--- config.mk ---
export PLATFORM = sky130hd
export DESIGN_NAME = cpu_phase_ctrl
export DESIGN_NICKNAME = d
export VERILOG_FILES = /design/src/rtl/cpu_phase_ctrl.sv
export SDC_FILE = /design/constraint.sdc
export NUM_CORES = 1
export LEC_CHECK = 0
export ABC_AREA = 1
export CAP_MARGIN = 30
export CORE_MARGIN = 4
export CORE_UTILIZATION = 37
export DETAILED_ROUTE_END_ITERATION = 8
export PLACE_DENSITY = 0.72
export REMOVE_ABC_BUFFERS = 1
export SLEW_MARGIN = 20
export SYNTH_ARGS = -nofsm -noshare
export SYNTH_HDL_FRONTEND = slang
export SYNTH_SLANG_ARGS = --single-unit
--- constraint.sdc ---
create_clock -name clk -period 1.3 [get_ports clk]
set_input_delay 0.26 -clock clk [delete_from_list [all_inputs] [get_ports clk]]
set_output_delay 0.26 -clock clk [all_outputs]
set_load 0.005 [all_outputs]
--- src/rtl/cpu_phase_ctrl.sv ---
// Eight-phase instruction-cycle controller for the 8-bit RISC core.
// Moore decode from phase/latched opcode; strobes are masked while ena is low so a stall never repeats an action.
module cpu_phase_ctrl #(
  parameter int OP_W    = 3,
  parameter int PHASE_W = 3
) (
  input  logic               clk,
  input  logic               rst,
  input  logic               ena,
  input  logic [OP_W-1:0]    opcode,
  input  logic               zero,
  output logic               sel,
  output logic               rd,
  output logic               wr,
  output logic               ld_ir,
  output logic               ld_ac,
  output logic               inc_pc,
  output logic               ld_pc,
  output logic               data_e,
  output logic               halt,
  output logic [PHASE_W-1:0] phase
);

  localparam logic [OP_W-1:0] OP_HLT = OP_W'(0);
  localparam logic [OP_W-1:0] OP_SKZ = OP_W'(1);
  localparam logic [OP_W-1:0] OP_ADD = OP_W'(2);
  localparam logic [OP_W-1:0] OP_AND = OP_W'(3);
  localparam logic [OP_W-1:0] OP_XOR = OP_W'(4);
  localparam logic [OP_W-1:0] OP_LDA = OP_W'(5);
  localparam logic [OP_W-1:0] OP_STO = OP_W'(6);
  localparam logic [OP_W-1:0] OP_JMP = OP_W'(7);

  // HALTED keeps low bits 4 so the debug phase shows where the halt was taken.
  typedef enum logic [3:0] {
    S_INST_ADDR  = 4'd0,
    S_INST_FETCH = 4'd1,
    S_INST_LOAD  = 4'd2,
    S_IDLE       = 4'd3,
    S_OP_ADDR    = 4'd4,
    S_OP_FETCH   = 4'd5,
    S_ALU_OP     = 4'd6,
    S_STORE      = 4'd7,
    S_HALTED     = 4'd12
  } state_t;

  state_t          state;
  logic [OP_W-1:0] op_r;

  always_ff @(posedge clk) begin
    if (rst) begin
      state <= S_INST_ADDR;
      op_r  <= '0;
    end else if (ena && state != S_HALTED) begin
      if (state == S_IDLE)
        op_r <= opcode;
      if (state == S_OP_ADDR && op_r == OP_HLT)
        state <= S_HALTED;
      else
        state <= state_t'({1'b0, state[2:0] + 3'd1});
    end
  end

  logic is_alu, is_skz, is_sto, is_jmp, is_hlt;
  assign is_alu = (op_r == OP_ADD) || (op_r == OP_AND) || (op_r == OP_XOR) || (op_r == OP_LDA);
  assign is_skz = (op_r == OP_SKZ);
  assign is_sto = (op_r == OP_STO);
  assign is_jmp = (op_r == OP_JMP);
  assign is_hlt = (op_r == OP_HLT);

  logic wr_raw, ld_ir_raw, ld_ac_raw, inc_pc_raw, ld_pc_raw;

  always_comb begin
    sel        = 1'b0;
    rd         = 1'b0;
    data_e     = 1'b0;
    halt       = 1'b0;
    wr_raw     = 1'b0;
    ld_ir_raw  = 1'b0;
    ld_ac_raw  = 1'b0;
    inc_pc_raw = 1'b0;
    ld_pc_raw  = 1'b0;
    case (state)
      S_INST_ADDR:  sel = 1'b1;
      S_INST_FETCH: begin
        sel = 1'b1;
        rd  = 1'b1;
      end
      S_INST_LOAD, S_IDLE: begin
        sel       = 1'b1;
        rd        = 1'b1;
        ld_ir_raw = 1'b1;
      end
      S_OP_ADDR: begin
        inc_pc_raw = 1'b1;
        halt       = is_hlt;
      end
      S_OP_FETCH: rd = is_alu;
      S_ALU_OP: begin
        rd         = is_alu;
        inc_pc_raw = is_skz && zero;
        ld_pc_raw  = is_jmp;
        data_e     = is_sto;
      end
      S_STORE: begin
        rd         = is_alu;
        ld_ac_raw  = is_alu;
        inc_pc_raw = is_skz && zero;
        ld_pc_raw  = is_jmp;
        wr_raw     = is_sto;
        data_e     = is_sto;
      end
      S_HALTED: halt = 1'b1;
      default: ;
    endcase
  end

  assign wr     = wr_raw     & ena;
  assign ld_ir  = ld_ir_raw  & ena;
  assign ld_ac  = ld_ac_raw  & ena;
  assign inc_pc = inc_pc_raw & ena;
  assign ld_pc  = ld_pc_raw  & ena;
  assign phase  = state[PHASE_W-1:0];

endmodule

# After elaboration in Yosys (flattened, before gate mapping)
# Cells that the tools add are included.
# word_totals
register_bits,7
inputBits,7
out_inout_bits,12
word_cells,48
# classes
n_addsub,1
eq_ne,16
mux,10
bitwise_logic,5
n_reduce_logical,14
# ops
cell,count
4-bit by 3-bit equality test with 1-bit output (second input constant),4
3-bit equality test (second input constant),4
4-bit by 2-bit equality test with 1-bit output (second input constant),2
3-bit by 2-bit equality test with 1-bit output (second input constant),2
1-bit 2-to-1 mux,6
1-bit case mux with 2 select lines,3
3-bit OR reduction,2
1-bit bitwise AND,5
4-bit by 1-bit equality test with 1-bit output (second input constant),1
4-bit equality test (second input constant),1
4-bit logical NOT,1
4-bit 2-to-1 mux,1
4-bit inequality test (second input constant),1
2-bit OR reduction,2
4-bit OR reduction,1
3-bit by 1-bit adder with 3-bit output (second input constant),1
3-bit by 1-bit equality test with 1-bit output (second input constant),1
1-bit logical AND,3
3-bit logical NOT,1
1-bit logical OR,3
2-bit AND reduction,1

# Longest topological paths before layout
# logic_depth
word_depth,6
depth_mapped,8
depth_no_buf,8

# Worst setup path after synthesis
# OpenSTA, ideal clock, no wires.
# synth_path
path_type,register to output
from,reg state[0]
to,out inc_pc
arrival_time_ps,1046
required_ps,1040
slack_ps,-6
path_stages_with_launch,6
path_buffers,0
path_cell_list,dfxtp_1 inv_1 ha_1 or2_1 nand3_1 o21ai_1
# synth_between
elab_chain_len,4
elab_cells_between_ends,6
classes_between,eq/ne (3); mux (1); bitwise (1); reduce/logical (1)
# synth_rtl
element,line,text
start: declaration,46,state_t state;
start signal: assignment,59,"state <= state_t'({1'b0, state[2:0] + 3'd1});"
4-bit by 3-bit equality test with 1-bit output,82,case (state)
2-bit OR reduction (no source line),-,
1-bit case mux with 2 select lines *,82,
1-bit bitwise AND *,120,assign inc_pc = inc_pc_raw & ena;
end: declaration,17,"output logic inc_pc,"
# Every way passes the cells marked *; elsewhere a longest branch is shown, timed or not.

# Worst setup path in the final report
# layout_path
from,reg state[0]
to,out rd
# layout_between
elab_chain_len,3
elab_cells_between_ends,9
classes_between,eq/ne (6); mux (1); reduce/logical (2)
# layout_rtl
element,line,text
"4-bit by 3-bit equality test with 1-bit output, or another cell as far along",82,
3-bit OR reduction (no source line),-,
1-bit case mux with 2 select lines *,82,
end: declaration,13,"output logic rd,"
# Marks and branches as above.

==> metrics.cfg <==
[grt]
gr-total-overflow=0
grt_pass1_vias=553
grt.total_usage=0.159
antenna_found_initial=0
grt_max_degree=7
grt_pass1_wl_mm=2.21

[routing]
antenna_left=0
first_pass_iters=4
routed_wl_mm=1.75
vias=653
drc_errors=0
wl_per_cell_um=13.5
drt_iter0_markers=6
viasPerCell=5.02

[pwr]
swShare=0.297
cellPowerDensity_mw_per_mm2=689
power_frac_comb=0.339
ir_worst_vdd_mv=0.774
power_frac_clock=0.293
pwr-share-seq=0.368
power_mw=0.663
p_int_mw=0.466
p_sw_mw=0.197
p_leak_nw=0.454

[die]
die_h_um=44.4
die_w_um=44.4
rows=12
design.core.area_mm2=0.00117
dieArea_mm2=0.00197
ios=19
initial_core_util=0.418

[timing]
hold_violations=0
timing.final.crit_share=1.26
worstMarginPinSlew_ps=307
timing.final.ws_setup_ps=-340
fmax_mhz=610
relSlewSlack=0.795
finalSetupViolations=8
finalMaxSlewViolations=0
fin_skew_ps=5.19
whs_ps=593
timing.setup.tns_ps=-2150
period_minus_slack_ps=1640
rsz0062_at_grt=true

[cells_and_area]
fill_cells=77
syn_to_final_growth_pct=96.7
fin_util=0.822
multi_input_area_um2=404
nets=128
antennaDiodeCount=0
regArea_um2=150
layout-drive-gt1-share=0.569

[worst_setup_path]
crit_type=reg2out
arrival_ps=1380
cpPeakStageDelay_ps=380
cp-start-kind=flop
path_cells=inv_4, ha_4, or2_4, o21ai_2, a21oi_1, buf_2
slowest_stage=dfxtp_4
cp_data_required_time_ps=1040
endpoint_kind=output port
crit_fanout=4

[outcome]
status=complete, but fails checks
violations=negative setup slack

[logic_synthesis]
synth_async_sr_flop_share=0
yosysWarnings=0
synth_common_cells=nand2_1, nor2_1
yosysMostFrequentCell=nand2_1
synthTopCellsByArea=dfxtp_1, nand2_1, ha_1, a21oi_1, o21ai_1
synth_area_um2=489
yosys.area.top_type=dfxtp_1
synth-edff-count=0
syn_area_per_cell_um2=6.52
syn_inst=75
synth_flop_cell=dfxtp_1
synthDominantCellAreaShare=0.286
seq_area_frac_synth=0.286
ys_ff_latch=7
ys_types=16

[clocking]
cts_tree=built
clk_path_buf_depth=2
clock_sinks=7
cts-root-buf=clkbuf_4
path_clk_slew_ps=50
cts_buffers=3
clk_latency_ps=250
cts.htree.levels=1
holdBufCountCts=0

[placed_design]
io_buffers=18
dp_hpwl_mm=1.03
pre_cts_ws_ps=-593
gp_congestion=0.769

[job]
max_cap_viol_count=0

[hold_path]
hold_class=in2reg

flip-flops by register name, indices dropped and copies added, names as in the netlist:
signal and count:
op_r 3, state 4
what timing repair did:
| item | CTS | global route |
|---|---|---|
| endpoints found under the hold margin | 0 | 0 |
| resized for setup | 59 | 25 |
| endpoints found under the setup margin | 13 | 15 |
| pin swaps | 7 | 8 |
| setup buffers | 4 | 2 |
layout make-up:
| type | instances | share of cell area |
|---|---|---|
| Sequential cell | 7 | 0.156 |
| Clock buffer | 4 | 0.0273 |
| Tap cell | 14 | 0.0182 |
| Inverter | 10 | 0.0442 |
| Timing Repair Buffer | 40 | 0.334 |
| Multi-Input combinational cell | 55 | 0.420 |
critical path: cells and delay by family (launching register included):
family                   cells  cell delay, ps
flip-flops                   1             380
AO/OA/AOI/OAI                2             170
AND/OR/NAND/NOR              1             270
adder cells (fa/ha/maj)      1             150
buffers and inverters        2             170
kinds of logic (layout without fill, tap and decap cells):
group | count (synthesis) | count (layout) | share of synthesized area
fa+ha+maj | 4 | 4 | 0.102
buf+inv | 13 | 54 | 0.123
simple gates | 37 | 37 | 0.345
compound gates | 14 | 14 | 0.143
flops | 7 | 7 | 0.286
power groups by stage:
stage	Clock [mW]	Sequential [mW]	Combinational, mW
finish	0.194	0.244	0.225
global route	0.212	0.246	0.244
CTS	0.204	0.239	0.180
detailed placement	0	0.239	0.163
global placement	0	0.239	0.160
floorplan	0	0.240	0.0613
final timing paths:
| kind | start | to | slack (ps) | cells past startpoint |
|---|---|---|---|---|
| max reg2reg | state[0]$_SDFFE_PP0N_ | state[3]$_SDFFE_PP0N_ | 60 | 9 |
| min reg2reg | op_r[1]$_SDFFE_PP0P_ | op_r[1]$_SDFFE_PP0P_ | 610 | 3 |
| min | rst | state[2]$_SDFFE_PP0N_ | 590 | 2 |
| max | state[0]$_SDFFE_PP0N_ | rd | -340 | 6 |
cell usage in the layout (no fill, tap or decap), drive strengths merged:
| cell type | n |
|---|---|
| a21oi | 7 |
| nand4 | 1 |
| clkdlybuf4s15 | 1 |
| ha | 4 |
| nand3 | 5 |
| inv | 10 |
| buf | 31 |
| nand2 | 16 |
| dlygate4sd2 | 3 |
| clkdlybuf4s50 | 5 |
| and3 | 1 |
| nor2 | 12 |
| clkbuf | 4 |
| nor3 | 1 |
| or2 | 1 |
| dfxtp | 7 |
| o21ai | 7 |
layer usage:
metal | vias up | wire (um) | GRT usage
li1 | 324 | - | -
met1 | 287 | 662 | 0.186
met2 | 30 | 888 | 0.250
met3 | 12 | 102 | 0.00813
met4 | 0 | 100 | 0.157
met5 | - | 0 | 0
metrics by stage:
step	cells	area, um^2
after floorplan	72	467
after global placement	120	785
after detailed placement	120	785
after CTS	128	877
after global routing	130	962
final	130	962
No activity file was read; power rests on OpenSTA's default activity.
